`src/rtl/pipelined_adder_pkg.sv`:
```
// Shared constants and elaboration helpers for the pipelined adder/subtractor.
package pipelined_adder_pkg;

  localparam logic MODE_ADD = 1'b0;
  localparam logic MODE_SUB = 1'b1;

  // Returns the per-stage chunk width, or 0 when the parameter pair is illegal.
  function automatic int chunk_width(input int width, input int stages);
    if (width < 2 || stages < 1) return 0;
    if ((width % stages) != 0) return 0;
    return width / stages;
  endfunction

endpackage

```
`src/rtl/pipelined_adder_chunk.sv`:
```
// Combinational C-bit ripple-carry slice built from single-bit full-adder cells.
module adder_fa_cell (
  input  logic x,
  input  logic y,
  input  logic cin,
  output logic s,
  output logic co
);

  assign s  = x ^ y ^ cin;
  assign co = (x & y) | (cin & (x ^ y));

endmodule

module adder_chunk
  import pipelined_adder_pkg::*;
#(
  parameter int C = 4
) (
  input  logic [C-1:0] x,
  input  logic [C-1:0] y,
  input  logic         cin,
  output logic [C-1:0] s,
  output logic         co,
  output logic         c_msb_in
);

  logic [C:0] c;

  assign c[0] = cin;

  for (genvar gi = 0; gi < C; gi++) begin : g_bit
    adder_fa_cell u_fa (
      .x   (x[gi]),
      .y   (y[gi]),
      .cin (c[gi]),
      .s   (s[gi]),
      .co  (c[gi+1])
    );
  end

  assign co       = c[C];
  // Carry into the top bit; XORed with co it yields signed overflow.
  assign c_msb_in = c[C-1];

endmodule

```
`src/rtl/pipelined_adder.sv`:
```
// Pipelined ripple-carry adder/subtractor: one C-bit chunk resolved per register stage,
// with a single global advance enable driven by the output handshake.
module pipelined_adder
  import pipelined_adder_pkg::*;
#(
  parameter int WIDTH  = 8,
  parameter int STAGES = 2
) (
  input  logic             clk,
  input  logic             rst_n,
  input  logic             in_valid,
  output logic             in_ready,
  input  logic [WIDTH-1:0] a,
  input  logic [WIDTH-1:0] b,
  input  logic             ci,
  input  logic             sub,
  output logic             out_valid,
  input  logic             out_ready,
  output logic [WIDTH-1:0] S,
  output logic             cout,
  output logic             ovf
);

  localparam int C = chunk_width(WIDTH, STAGES);

  if (C == 0) begin : g_bad_params
    $error("pipelined_adder: WIDTH must be >= 2 and a multiple of STAGES");
  end

  logic             en;
  logic [WIDTH-1:0] b_eff;
  logic             cin_eff;
  logic             ovf_q;

  // Index k holds what stage k consumes; index STAGES is the output register view.
  logic [WIDTH-1:0] a_stg   [STAGES];
  logic [WIDTH-1:0] b_stg   [STAGES];
  logic             cmsb_stg[STAGES];
  logic [WIDTH-1:0] sum_stg [STAGES+1];
  logic             c_stg   [STAGES+1];
  logic             v_stg   [STAGES+1];

  assign out_valid = v_stg[STAGES];
  assign en        = !out_valid || out_ready;
  assign in_ready  = en;

  assign b_eff   = (sub == MODE_SUB) ? ~b : b;
  assign cin_eff = (sub == MODE_SUB) ? 1'b1 : ci;

  assign a_stg[0]   = a;
  assign b_stg[0]   = b_eff;
  assign sum_stg[0] = '0;
  assign c_stg[0]   = cin_eff;
  assign v_stg[0]   = in_valid && in_ready;

  for (genvar gi = 0; gi < STAGES; gi++) begin : g_stage
    logic [C-1:0]     s_c;
    logic             co_c;
    logic [WIDTH-1:0] sum_d;
    logic [WIDTH-1:0] sum_q;
    logic             co_q;
    logic             v_q;

    adder_chunk #(.C(C)) u_chunk (
      .x        (a_stg[gi][gi*C +: C]),
      .y        (b_stg[gi][gi*C +: C]),
      .cin      (c_stg[gi]),
      .s        (s_c),
      .co       (co_c),
      .c_msb_in (cmsb_stg[gi])
    );

    always_comb begin
      sum_d              = sum_stg[gi];
      sum_d[gi*C +: C]   = s_c;
    end

    always_ff @(posedge clk or negedge rst_n) begin
      if (!rst_n) begin
        sum_q <= '0;
        co_q  <= 1'b0;
        v_q   <= 1'b0;
      end else if (en) begin
        sum_q <= sum_d;
        co_q  <= co_c;
        v_q   <= v_stg[gi];
      end
    end

    assign sum_stg[gi+1] = sum_q;
    assign c_stg[gi+1]   = co_q;
    assign v_stg[gi+1]   = v_q;

    if (gi < STAGES - 1) begin : g_fwd
      // Operands travel alongside the partial sum so later stages see their chunks.
      logic [WIDTH-1:0] a_q;
      logic [WIDTH-1:0] b_q;

      always_ff @(posedge clk or negedge rst_n) begin
        if (!rst_n) begin
          a_q <= '0;
          b_q <= '0;
        end else if (en) begin
          a_q <= a_stg[gi];
          b_q <= b_stg[gi];
        end
      end

      assign a_stg[gi+1] = a_q;
      assign b_stg[gi+1] = b_q;
    end else begin : g_last
      always_ff @(posedge clk or negedge rst_n) begin
        if (!rst_n) begin
          ovf_q <= 1'b0;
        end else if (en) begin
          ovf_q <= cmsb_stg[gi] ^ co_c;
        end
      end
    end
  end

  assign S    = sum_stg[STAGES];
  assign cout = c_stg[STAGES];
  assign ovf  = ovf_q;

endmodule

```
`config.mk`:
```
export PLATFORM = sky130hd
export DESIGN_NAME = pipelined_adder
export DESIGN_NICKNAME = d
export VERILOG_FILES = /design/src/rtl/pipelined_adder_pkg.sv /design/src/rtl/pipelined_adder_chunk.sv /design/src/rtl/pipelined_adder.sv
export SDC_FILE = /design/constraint.sdc
export NUM_CORES = 1
export LEC_CHECK = 0
export ABC_AREA = 1
export BUFFER_PORTS_ARGS = -buffer_cell sky130_fd_sc_hd__buf_2
export CORE_ASPECT_RATIO = 1.5
export CORE_MARGIN = 2
export CORE_UTILIZATION = 46
export CTS_CLUSTER_DIAMETER = 100
export DETAILED_ROUTE_END_ITERATION = 10
export PLACE_DENSITY_LB_ADDON = 0.2
export SETUP_SLACK_MARGIN = 0.3
export SLEW_MARGIN = 30
export SYNTH_ARGS = -nofsm -noshare
export SYNTH_HDL_FRONTEND = slang
export SYNTH_SLANG_ARGS = --single-unit
```
`constraint.sdc`:
```
create_clock -name clk -period 2.1 [get_ports clk]
set_clock_uncertainty 0.15 [all_clocks]
set_input_delay 0.105 -clock clk [delete_from_list [all_inputs] [get_ports clk]]
set_output_delay 0.105 -clock clk [all_outputs]
set_load 0.02 [all_outputs]
```
==> results.py <==
metrics = {
    "outcome": {
        "status": "finished, violations left",
        "violations": "setup timing",
    },
    "synthesis": {
        "yosys-top-cells-area": "dfrtp_1 (50%), nand2_1 (19%), fa_1 (13%)",
        "seq_area_frac_synth_pct": 49.9,
        "yosysWarnings": 0,
        "synthCells": 141,
        "syn_avg_cell_area_um2": 8.90,
        "synthesis.area_mm2": 0.00125,
        "yosysUniqueCellTypes": 15,
        "synth_top_area_share_pct": 49.9,
        "synth_nets": 171,
        "yosys.area.top_type": "dfrtp_1",
        "synth-seq-cells": 25,
    },
    "power_and_ir_drop": {
        "max-vdd-ir-drop_mv": 0.429,
        "p_leak_nw": 0.893,
        "power_frac_comb_pct": 35.2,
        "power_w": 0.00147,
        "internal_power_w": 0.000948,
        "switchingPower_w": 0.000519,
        "power_frac_seq_pct": 45.6,
        "p_clk_share_pct": 19.2,
        "p_sw_share_pct": 35.4,
        "pwr_density_cell_mw_per_mm2": 882,
    },
    "layout": {
        "final_area_mm2": 0.00166,
        "syn_to_final_growth_pct": 32.5,
        "drive_gt1_share_pct": 30.5,
        "antenna_cells": 0,
        "final_cell_mix": "nand2_1 (64), buf_2 (31), dfrtp_1 (25)",
        "layout.cells.non_filler": 224,
        "layout_commonest_cell": "nand2_1",
        "nNetsFinal": 218,
    },
    "placed_design": {
        "io_buffers": 33,
        "dp.cells": 208,
        "placed_area_mm2": 0.00148,
        "dpl.hpwl_um": 1660,
        "place.gp.congestion": 0.732,
    },
    "clock_network": {
        "tritoncts": "built",
        "root_buffer": "clkbuf_8",
        "path_clk_slew_ns": 0.09,
        "insertion_delay_ns": 0.26,
        "cts_buffers": 3,
        "htree_levels": 1,
        "clkSinkCount": 25,
        "clock_tree.buffer_depth": 2,
    },
    "timing": {
        "finalSetupViolCount": 2,
        "worst_pin_slew_ns": 0.561,
        "max_slew_margin_pct": 62.5,
        "worst_slack_ns": -0.137,
        "fin_crit_sh_pct": 107,
        "drv_slew": 0,
        "fin_crit_ns": 2.24,
        "finalSetupTns_ns": -0.204,
        "rsz0062_at_grt": "true",
        "max_freq_mhz": 447,
        "finalHoldViolCount": 0,
    },
    "global_routing": {
        "grt_pass1_vias": 915,
        "grt_pass1_wl_um": 3820,
        "track_usage_pct": 17.0,
        "globalRoute.totalOverflow": 0,
        "grt_max_degree": 28,
        "antenna_found_initial": 0,
    },
    "critical_path": {
        "slowest_stage": "fa_2",
        "r2r_setup_slack_ns": -0.14,
        "critical_path.cell_chain": "fa_2, inv_2, fa_2, inv_2, fa_2, inv_2, fa_2, o21ai_1",
        "required_ns": 2.15,
        "critPathMostFrequentCell": "fa_2",
        "critPathArrivalTime_ns": 2.29,
        "crit_path_end_kind": "flop",
        "crit_path_max_fanout": 2,
        "start_kind": "flop",
        "critical-path-max-stage-delay_ns": 0.42,
        "crit_type": "reg -> reg",
    },
    "detailed_routing": {
        "postRouteAntennaNets": 0,
        "wl_per_cell_um": 10.1,
        "viasPerCell": 4.37,
        "dr.pass1.iters": 4,
        "drc": 0,
        "first_iter_violations": 36,
        "vias": 979,
        "totalWireLength_um": 2250,
    },
    "floorplan": {
        "initial_core_util_pct": 47.4,
        "die_y_um": 68.0,
        "pin_count": 34,
        "die_w_um": 46.6,
        "fp-row-count": 23,
        "core_area_mm2": 0.00265,
        "die-area_mm2": 0.00317,
    },
    "min_path": {
        "hp-class": "in -> reg",
    },
    "job": {
        "drv_cap": 0,
    },
}
critical path, delay by kind of cell, from the launching register on:
kind	cells	cell delay (ns)
fa+ha+maj	4	1.33
flops	1	0.41
buf+inv	3	0.17
compound gates	1	0.11
sequential cells by signal, summed over array words and instances (netlist names):
register,cells
S,8
cout,1
g_stage.co_q,1
g_stage.g_fwd.a_q,4
g_stage.g_fwd.b_q,4
g_stage.sum_q,4
g_stage.v_q,1
out_valid,1
ovf,1
path summary, 6_finish.rpt:
check / endpoint / start / cells after the start
max in group asynchronous: S[4] / rst_n / 2
max: S[7] / g_stage[0].g_fwd.b_q[4] / 8
max reg2reg: S[7] / g_stage[0].g_fwd.b_q[4] / 8
min reg2reg: out_valid / g_stage[0].v_q / 2
min: S[6] / out_ready / 4
min in group asynchronous: g_stage[0].g_fwd.b_q[4] / rst_n / 2
repair_timing:
action / CTS / global route
setup endpoints to repair: 5 / 5
buffers inserted: 1 / 1
gates resized for setup: 6 / 1
hold buffers: 10 / 0
endpoints found under the hold margin: 34 / 0
pin swaps: 3 / 1
metrics by stage:
step | utilization [%] | hold WS, ns | setup slack (ns)
after floorplan | - | -0.341 | -0.117
after global routing | 62.8 | 0.0899 | -0.225
after CTS | 62.3 | 0.0692 | -0.150
after global placement | 55.9 | -0.0433 | -0.173
after detailed placement | 55.9 | -0.0230 | -0.237
final | 62.8 | 0.0655 | -0.137
layer usage:
metal	wire (um)	vias to the layer above	track usage, %
li1	-	504	-
met4	17	0	7.29
met2	1260	22	31.3
met3	75	2	1.58
met5	0	-	0
met1	897	451	19.3
power groups by stage:
stage	clock network (W)	logic [W]	registers (W)
6_report	0.000282	0.000516	0.000669
5_1_grt	0.000302	0.000590	0.000684
4_1_cts	0.000290	0.000522	0.000671
3_5_place_dp	0	0.000496	0.000679
3_3_place_gp	0	0.000474	0.000674
2_1_floorplan	0	0.000247	0.000774
area by class of cell:
| class | instances | area [um^2] |
|---|---|---|
| fillers | 257 | 985 |
| flip-flops and latches | 25 | 626 |
| multi-input cells | 91 | 553 |
| repair buffers | 47 | 317 |
| inverters | 20 | 75.1 |
| well taps | 37 | 46.3 |
| clock buffers | 3 | 41.3 |
| clock inverters | 1 | 5.00 |
Yosys cell counts:
cell type and number:
nand2_1 64, dfrtp_1 25, buf_2 3, fa_1 8, nand3_1 3, inv_1 19, nor2_4 1, nand2_2 1
o21ai_0 1, xnor2_1 3, o21ai_1 8, buf_6 2, nor2_1 1, xor2_1 1, inv_2 1
kinds of logic after synthesis:
kind of cell             after synthesis  synth area share (%)
AND/OR/NAND/NOR                       70                  22.0
adder cells (fa/ha/maj)                8                  12.8
flip-flops                            25                  49.9
XOR/XNOR                               4                  2.79
buffers and inverters                 25                  8.97
AO/OA/AOI/OAI                          9                  3.59
Power figures use the tool's default switching activity.
